===== config.mk =====
export PLATFORM = sky130hd
export DESIGN_NAME = idu1_sb_issue
export DESIGN_NICKNAME = d
export VERILOG_FILES = /design/src/rtl/idu1_sb_issue.sv
export SDC_FILE = /design/constraint.sdc
export NUM_CORES = 2
export LEC_CHECK = 0
export CORE_MARGIN = 4
export CORE_UTILIZATION = 23
export CTS_CLUSTER_DIAMETER = 120
export DETAILED_ROUTE_END_ITERATION = 7
export GPL_TIMING_DRIVEN = 0
export HOLD_SLACK_MARGIN = 0.05
export PLACE_DENSITY = 0.39
export SYNTH_ARGS = -nofsm -noshare
export SYNTH_HDL_FRONTEND = slang
export SYNTH_SLANG_ARGS = --single-unit

===== constraint.sdc =====
create_clock -name clk -period 3.3 [get_ports clk]
set_clock_uncertainty 0.1 [all_clocks]
set_input_delay 0.495 -clock clk [delete_from_list [all_inputs] [get_ports clk]]
set_output_delay 0.495 -clock clk [all_outputs]
set_load 0.005 [all_outputs]

===== src/rtl/idu1_sb_issue.sv =====
// Decode-to-execute issue stage: regfile read with writeback bypass, 1-bit-per-register
// scoreboard for RAW/WAW hazards, and a single valid/ready issue register toward the FUs.
module idu1_sb_issue #(
  parameter int             XLEN      = 32,
  parameter int             NREGS     = 32,
  parameter int             NUM_WB    = 2,
  parameter int             NUM_FU    = 4,
  parameter int             PAYLOAD_W = 64,
  parameter logic [XLEN-1:0] SP_INIT  = 32'h80000000,
  localparam int            AW        = $clog2(NREGS)
) (
  input  logic                   clk,
  input  logic                   rst,
  input  logic                   flush,
  input  logic                   dec_valid,
  output logic                   dec_ready,
  input  logic                   dec_rs1_en,
  input  logic [AW-1:0]          dec_rs1_addr,
  input  logic                   dec_rs2_en,
  input  logic [AW-1:0]          dec_rs2_addr,
  input  logic                   dec_rd_en,
  input  logic [AW-1:0]          dec_rd_addr,
  input  logic [NUM_FU-1:0]      dec_fu_sel,
  input  logic [PAYLOAD_W-1:0]   dec_payload,
  output logic                   iss_valid,
  input  logic [NUM_FU-1:0]      iss_fu_ready,
  output logic [NUM_FU-1:0]      iss_fu_sel,
  output logic [XLEN-1:0]        iss_rs1_data,
  output logic [XLEN-1:0]        iss_rs2_data,
  output logic                   iss_rd_en,
  output logic [AW-1:0]          iss_rd_addr,
  output logic [PAYLOAD_W-1:0]   iss_payload,
  input  logic [NUM_WB-1:0]      wb_valid,
  input  logic [NUM_WB*AW-1:0]   wb_addr,
  input  logic [NUM_WB*XLEN-1:0] wb_data,
  output logic [31:0]            stall_cnt
);

  logic [XLEN-1:0]      regs_q [NREGS];
  logic [XLEN-1:0]      regs_d [NREGS];
  logic [NREGS-1:0]     pend_q, pend_d;
  logic                 iss_valid_q, iss_valid_d;
  logic [NUM_FU-1:0]    iss_fu_sel_q, iss_fu_sel_d;
  logic [XLEN-1:0]      iss_rs1_data_q, iss_rs1_data_d;
  logic [XLEN-1:0]      iss_rs2_data_q, iss_rs2_data_d;
  logic                 iss_rd_en_q, iss_rd_en_d;
  logic [AW-1:0]        iss_rd_addr_q, iss_rd_addr_d;
  logic [PAYLOAD_W-1:0] iss_payload_q, iss_payload_d;
  logic [31:0]          stall_cnt_q, stall_cnt_d;

  logic [AW-1:0]   wb_a [NUM_WB];
  logic [XLEN-1:0] wb_d [NUM_WB];
  logic            hit1, hit2, hitd;
  logic [XLEN-1:0] byp1, byp2, rs1_val, rs2_val;
  logic            hazard, iss_fire, accept, eff_rd_en;

  // Port loop runs upward so the highest matching writeback port wins.
  always_comb begin
    hit1 = 1'b0;
    hit2 = 1'b0;
    hitd = 1'b0;
    byp1 = '0;
    byp2 = '0;
    for (int i = 0; i < NUM_WB; i++) begin
      wb_a[i] = wb_addr[i*AW +: AW];
      wb_d[i] = wb_data[i*XLEN +: XLEN];
      if (wb_valid[i] && wb_a[i] == dec_rs1_addr) begin
        hit1 = 1'b1;
        byp1 = wb_d[i];
      end
      if (wb_valid[i] && wb_a[i] == dec_rs2_addr) begin
        hit2 = 1'b1;
        byp2 = wb_d[i];
      end
      if (wb_valid[i] && wb_a[i] == dec_rd_addr) hitd = 1'b1;
    end
  end

  always_comb begin
    rs1_val   = (dec_rs1_addr == '0) ? '0 : (hit1 ? byp1 : regs_q[dec_rs1_addr]);
    rs2_val   = (dec_rs2_addr == '0) ? '0 : (hit2 ? byp2 : regs_q[dec_rs2_addr]);
    hazard    = (dec_rs1_en & pend_q[dec_rs1_addr] & ~hit1)
              | (dec_rs2_en & pend_q[dec_rs2_addr] & ~hit2)
              | (dec_rd_en & (dec_rd_addr != '0) & pend_q[dec_rd_addr] & ~hitd);
    iss_fire  = iss_valid_q & ((|(iss_fu_sel_q & iss_fu_ready)) | (iss_fu_sel_q == '0));
    dec_ready = ~rst & ~flush & (~iss_valid_q | iss_fire) & ~hazard;
    accept    = dec_valid & dec_ready;
    eff_rd_en = dec_rd_en & (|dec_fu_sel) & (dec_rd_addr != '0);
  end

  always_comb begin
    regs_d = regs_q;
    pend_d = pend_q;
    for (int i = 0; i < NUM_WB; i++) begin
      if (wb_valid[i]) begin
        if (wb_a[i] != '0) regs_d[wb_a[i]] = wb_d[i];
        pend_d[wb_a[i]] = 1'b0;
      end
    end
    // An unissued instruction dropped by flush will never write back its rd.
    if (flush && iss_valid_q && iss_rd_en_q) pend_d[iss_rd_addr_q] = 1'b0;
    if (accept && eff_rd_en) pend_d[dec_rd_addr] = 1'b1;
    pend_d[0] = 1'b0;
  end

  always_comb begin
    iss_valid_d    = iss_valid_q;
    iss_fu_sel_d   = iss_fu_sel_q;
    iss_rs1_data_d = iss_rs1_data_q;
    iss_rs2_data_d = iss_rs2_data_q;
    iss_rd_en_d    = iss_rd_en_q;
    iss_rd_addr_d  = iss_rd_addr_q;
    iss_payload_d  = iss_payload_q;
    if (flush) begin
      iss_valid_d = 1'b0;
    end else if (accept) begin
      iss_valid_d    = 1'b1;
      iss_fu_sel_d   = dec_fu_sel;
      iss_rs1_data_d = rs1_val;
      iss_rs2_data_d = rs2_val;
      iss_rd_en_d    = eff_rd_en;
      iss_rd_addr_d  = dec_rd_addr;
      iss_payload_d  = dec_payload;
    end else if (iss_fire) begin
      iss_valid_d = 1'b0;
    end
    stall_cnt_d = stall_cnt_q;
    if (dec_valid && hazard && !flush && stall_cnt_q != 32'hFFFFFFFF)
      stall_cnt_d = stall_cnt_q + 32'd1;
  end

  always_ff @(posedge clk) begin
    if (rst) begin
      for (int r = 0; r < NREGS; r++) regs_q[r] <= (r == 2) ? SP_INIT : '0;
      pend_q         <= '0;
      iss_valid_q    <= 1'b0;
      iss_fu_sel_q   <= '0;
      iss_rs1_data_q <= '0;
      iss_rs2_data_q <= '0;
      iss_rd_en_q    <= 1'b0;
      iss_rd_addr_q  <= '0;
      iss_payload_q  <= '0;
      stall_cnt_q    <= '0;
    end else begin
      regs_q         <= regs_d;
      pend_q         <= pend_d;
      iss_valid_q    <= iss_valid_d;
      iss_fu_sel_q   <= iss_fu_sel_d;
      iss_rs1_data_q <= iss_rs1_data_d;
      iss_rs2_data_q <= iss_rs2_data_d;
      iss_rd_en_q    <= iss_rd_en_d;
      iss_rd_addr_q  <= iss_rd_addr_d;
      iss_payload_q  <= iss_payload_d;
      stall_cnt_q    <= stall_cnt_d;
    end
  end

  assign iss_valid    = iss_valid_q;
  assign iss_fu_sel   = iss_fu_sel_q;
  assign iss_rs1_data = iss_rs1_data_q;
  assign iss_rs2_data = iss_rs2_data_q;
  assign iss_rd_en    = iss_rd_en_q;
  assign iss_rd_addr  = iss_rd_addr_q;
  assign iss_payload  = iss_payload_q;
  assign stall_cnt    = stall_cnt_q;

endmodule


==> results.json <==
{
  "status": "complete, but fails checks",
  "violations": "negative setup slack",
  "vias_per_cell": 5.40,
  "synth_top_family_by_area": "multiplexers",
  "grt_pass1_vias": 61300,
  "fin_ws_ns": -0.184,
  "layout.cells.non_filler": 11500,
  "min_path_type": "in -> reg",
  "die_h_um": 563,
  "clock-sinks": 1226,
  "ys_seq_area_share_pct": 34.6,
  "period_share_pct": 106,
  "ant_nets": 0,
  "synth-adder-area-share_pct": 0.0177,
  "dieWidth_um": 563,
  "die_area_um2": 317000,
  "cp-end-kind": "flip-flop",
  "first_pass_iters": 6,
  "path_clk_slew_ns": 0.05,
  "worst_slew_pin_slew_ns": 1.42,
  "yosysWarnings": 0,
  "fin_crit_ns": 3.48,
  "io_pins": 342,
  "cts_tree": "done",
  "drv_slew": 0,
  "overflow": 0,
  "yosysTopAreaCell": "dfxtp_1",
  "post-route-util_pct": 27.8,
  "crit_required_ns": 3.95,
  "drive_gt1_share_pct": 16.4,
  "crit_type": "in -> reg",
  "vias": 62100,
  "synth-compound-area-share_pct": 13.6,
  "area_growth_pct": 20.3,
  "setup_violations": 52,
  "arrival_ns": 4.13,
  "max_cap_violations": 0,
  "async_reset_ff_share_pct": 0,
  "synth_nets": 6987,
  "synth_top_area_share_pct": 34.6,
  "synth_cells": 6816,
  "grt_use_total_pct": 23.3,
  "synthTopCellsByArea": "dfxtp_1, mux4_2, mux2i_1",
  "htreeDepth": 4,
  "clk_path_buf_depth": 4,
  "gp_congestion": 0.964,
  "power_leakage_nw": 30.7,
  "synth_ff_type": "dfxtp_1",
  "drt_iter0_markers": 6392,
  "yosys-mux-area-fraction_pct": 37.2,
  "drc": 0,
  "hold_buffers": 0,
  "rsz0062_at_grt": "yes",
  "grt_pass1_wl_um": 519000,
  "hpwl_um": 309000,
  "grt_max_degree": 13,
  "rows": 203,
  "synth_xor_area_share_pct": 0.371,
  "finalHoldViolCount": 0,
  "numCtsBuffers": 162,
  "start_util_pct": 23.1,
  "relSlewSlack_pct": 5.02,
  "ys_ff_latch": 1226,
  "nFillCells": 32200,
  "synth_area_um2": 70800,
  "cts_root_buf": "clkbuf_16",
  "syn_area_per_cell_um2": 10.4,
  "dp_cells": 11200,
  "synth_edf_count": 0,
  "ys_types": 56,
  "coreArea_um2": 306000,
  "portBuffers": 267,
  "drt-total-wl_um": 385000,
  "powerDensity_nw_per_um2": 449,
  "irDropWorstVdd_uv": 308,
  "critPathMaxFanout": 10,
  "startpoint_type": "input port",
  "yosys.area_share.simple_pct": 8.94,
  "insertion_delay_ns": 0.86,
  "fin_nets": 7434,
  "fmax_mhz": 287,
  "antenna_found_initial": 33,
  "wire_per_inst_um": 33.4
}
[cells in the final DEF (no fill, tap or decap), types with 18 or more instances in the layout]
cell,instances
o22ai_1,36
o21ai_0,43
nand3_1,24
buf_2,25
mux4_2,652
mux2i_1,1151
clkbuf_16,167
a22o_1,64
or3_1,20
nor2_1,1099
buf_6,19
nand2_1,72
buf_4,40
clkbuf_8,54
clkinv_2,22
a21oi_1,81
clkbuf_2,59
diode_2,18
buf_1,120
nor2b_1,73
xor2_1,24
clkbuf_4,32
a211oi_1,1016
clkdlybuf4s50_1,260
and2_1,21
dfxtp_1,1214
clkbuf_1,669
[cells in the mapped netlist, types with 24 or more instances]
master,instances
nor2b_1,74
a211oi_1,1023
mux4_2,652
a21oi_1,88
dfxtp_1,1226
nand3_1,26
clkbuf_1,731
buf_2,34
o21ai_0,44
xor2_1,24
nand2_1,72
nor2_1,1115
mux2i_1,1157
a22o_1,64
o22ai_1,37
buf_1,182
[power breakdown]
part	internal [mW]	switching, mW
registers	15.1	0.222
logic	1.44	3.09
clock network	10.9	7.55
[metal layers]
layer	wire length, um	track usage (%)	vias up
met2	174000	37.1	2676
li1	-	-	26700
met3	28300	4.50	534
met1	167000	31.6	32200
met5	33	0	-
met4	15200	7.88	4
[timing repair]
| action | CTS | global route |
|---|---|---|
| cloned | 0 | 1 |
| pin swaps | 6 | 3 |
| gates resized for setup | 322 | 122 |
| setup endpoints to repair | 760 | 350 |
| buffers inserted | 8 | 5 |
[through the flow]
| stage | worst slack, ns | hold slack, ns | area, um^2 | setup TNS (ns) | total power [mW] |
|---|---|---|---|---|---|
| 5_1_grt | -0.152 | 0.131 | 85200 | -0.456 | 39.2 |
| 3_3_place_gp | -3.88 | 0.363 | 78700 | -1548.78 | 19.9 |
| 6_report | -0.184 | 0.171 | 85200 | -2.16 | 38.2 |
| 3_5_place_dp | -2.89 | 0.359 | 78800 | -1261.00 | 19.9 |
| 4_1_cts | -0.138 | 0.0958 | 84900 | -0.140 | 38.4 |
| 2_1_floorplan | -0.00572 | 0.351 | 70900 | -0.114 | 17.8 |
[critical path: stages]
cell      delay [ns]
buf_2           0.25
clkbuf_2        0.71
clkbuf_1        1.01
mux4_2          0.52
nor2b_1         0.17
a211oi_1        0.06
a21oi_1         0.65
a22o_1          0.23
[layout make-up]
class / instances / area, um^2 / share of cell area, %
multi-input combinational: 4632 / 43000 / 50.4
sequential: 1226 / 24600 / 28.8
tap: 4100 / 5130 / 6.02
clock buffer: 243 / 4910 / 5.77
buffer: 946 / 4280 / 5.02
timing repair buffer: 287 / 2870 / 3.37
clock inverter: 37 / 422 / 0.495
antenna: 18 / 45.0 / 0.0529
inverter: 8 / 30.0 / 0.0352
[final timing paths]
check | startpoint | to | slack, ns | depth (start not counted)
worst max register to register | pend_q[16]$_SDFF_PP0_ | stall_cnt[3]$_SDFFE_PP0P_ | -0.04 | 10
worst min-delay path | dec_payload[57] | iss_payload[57]$_SDFFE_PP0P_ | 0.17 | 3
worst min register to register | regs_q[1008]$_SDFF_PP0_ | regs_q[1008]$_SDFF_PP0_ | 0.38 | 1
worst max-delay path | dec_rs1_addr[3] | iss_rs1_data[22]$_SDFFE_PP0P_ | -0.18 | 8
[flip-flops by register name, indices dropped and copies added, names as in the netlist]
signal        flops
iss_rs1_data     32
regs_q         1024
iss_rs2_data     32
stall_cnt        32
iss_rd_addr       5
iss_valid         1
pend_q           31
iss_rd_en         1
iss_payload      64
iss_fu_sel        4
[cells by family (layout without fill, tap and decap cells)]
family	count (synthesis)	in the layout
and+or+nand+nor	1467	1467
xor gates and xnor gates	30	30
buffers and inverters	958	1521
adders and majority gates	1	1
DFF	1226	1226
muxes	1819	1819
AOI/OAI and AO/OA	1315	1315
other	0	18
No activity file was read; power rests on OpenSTA's default activity.
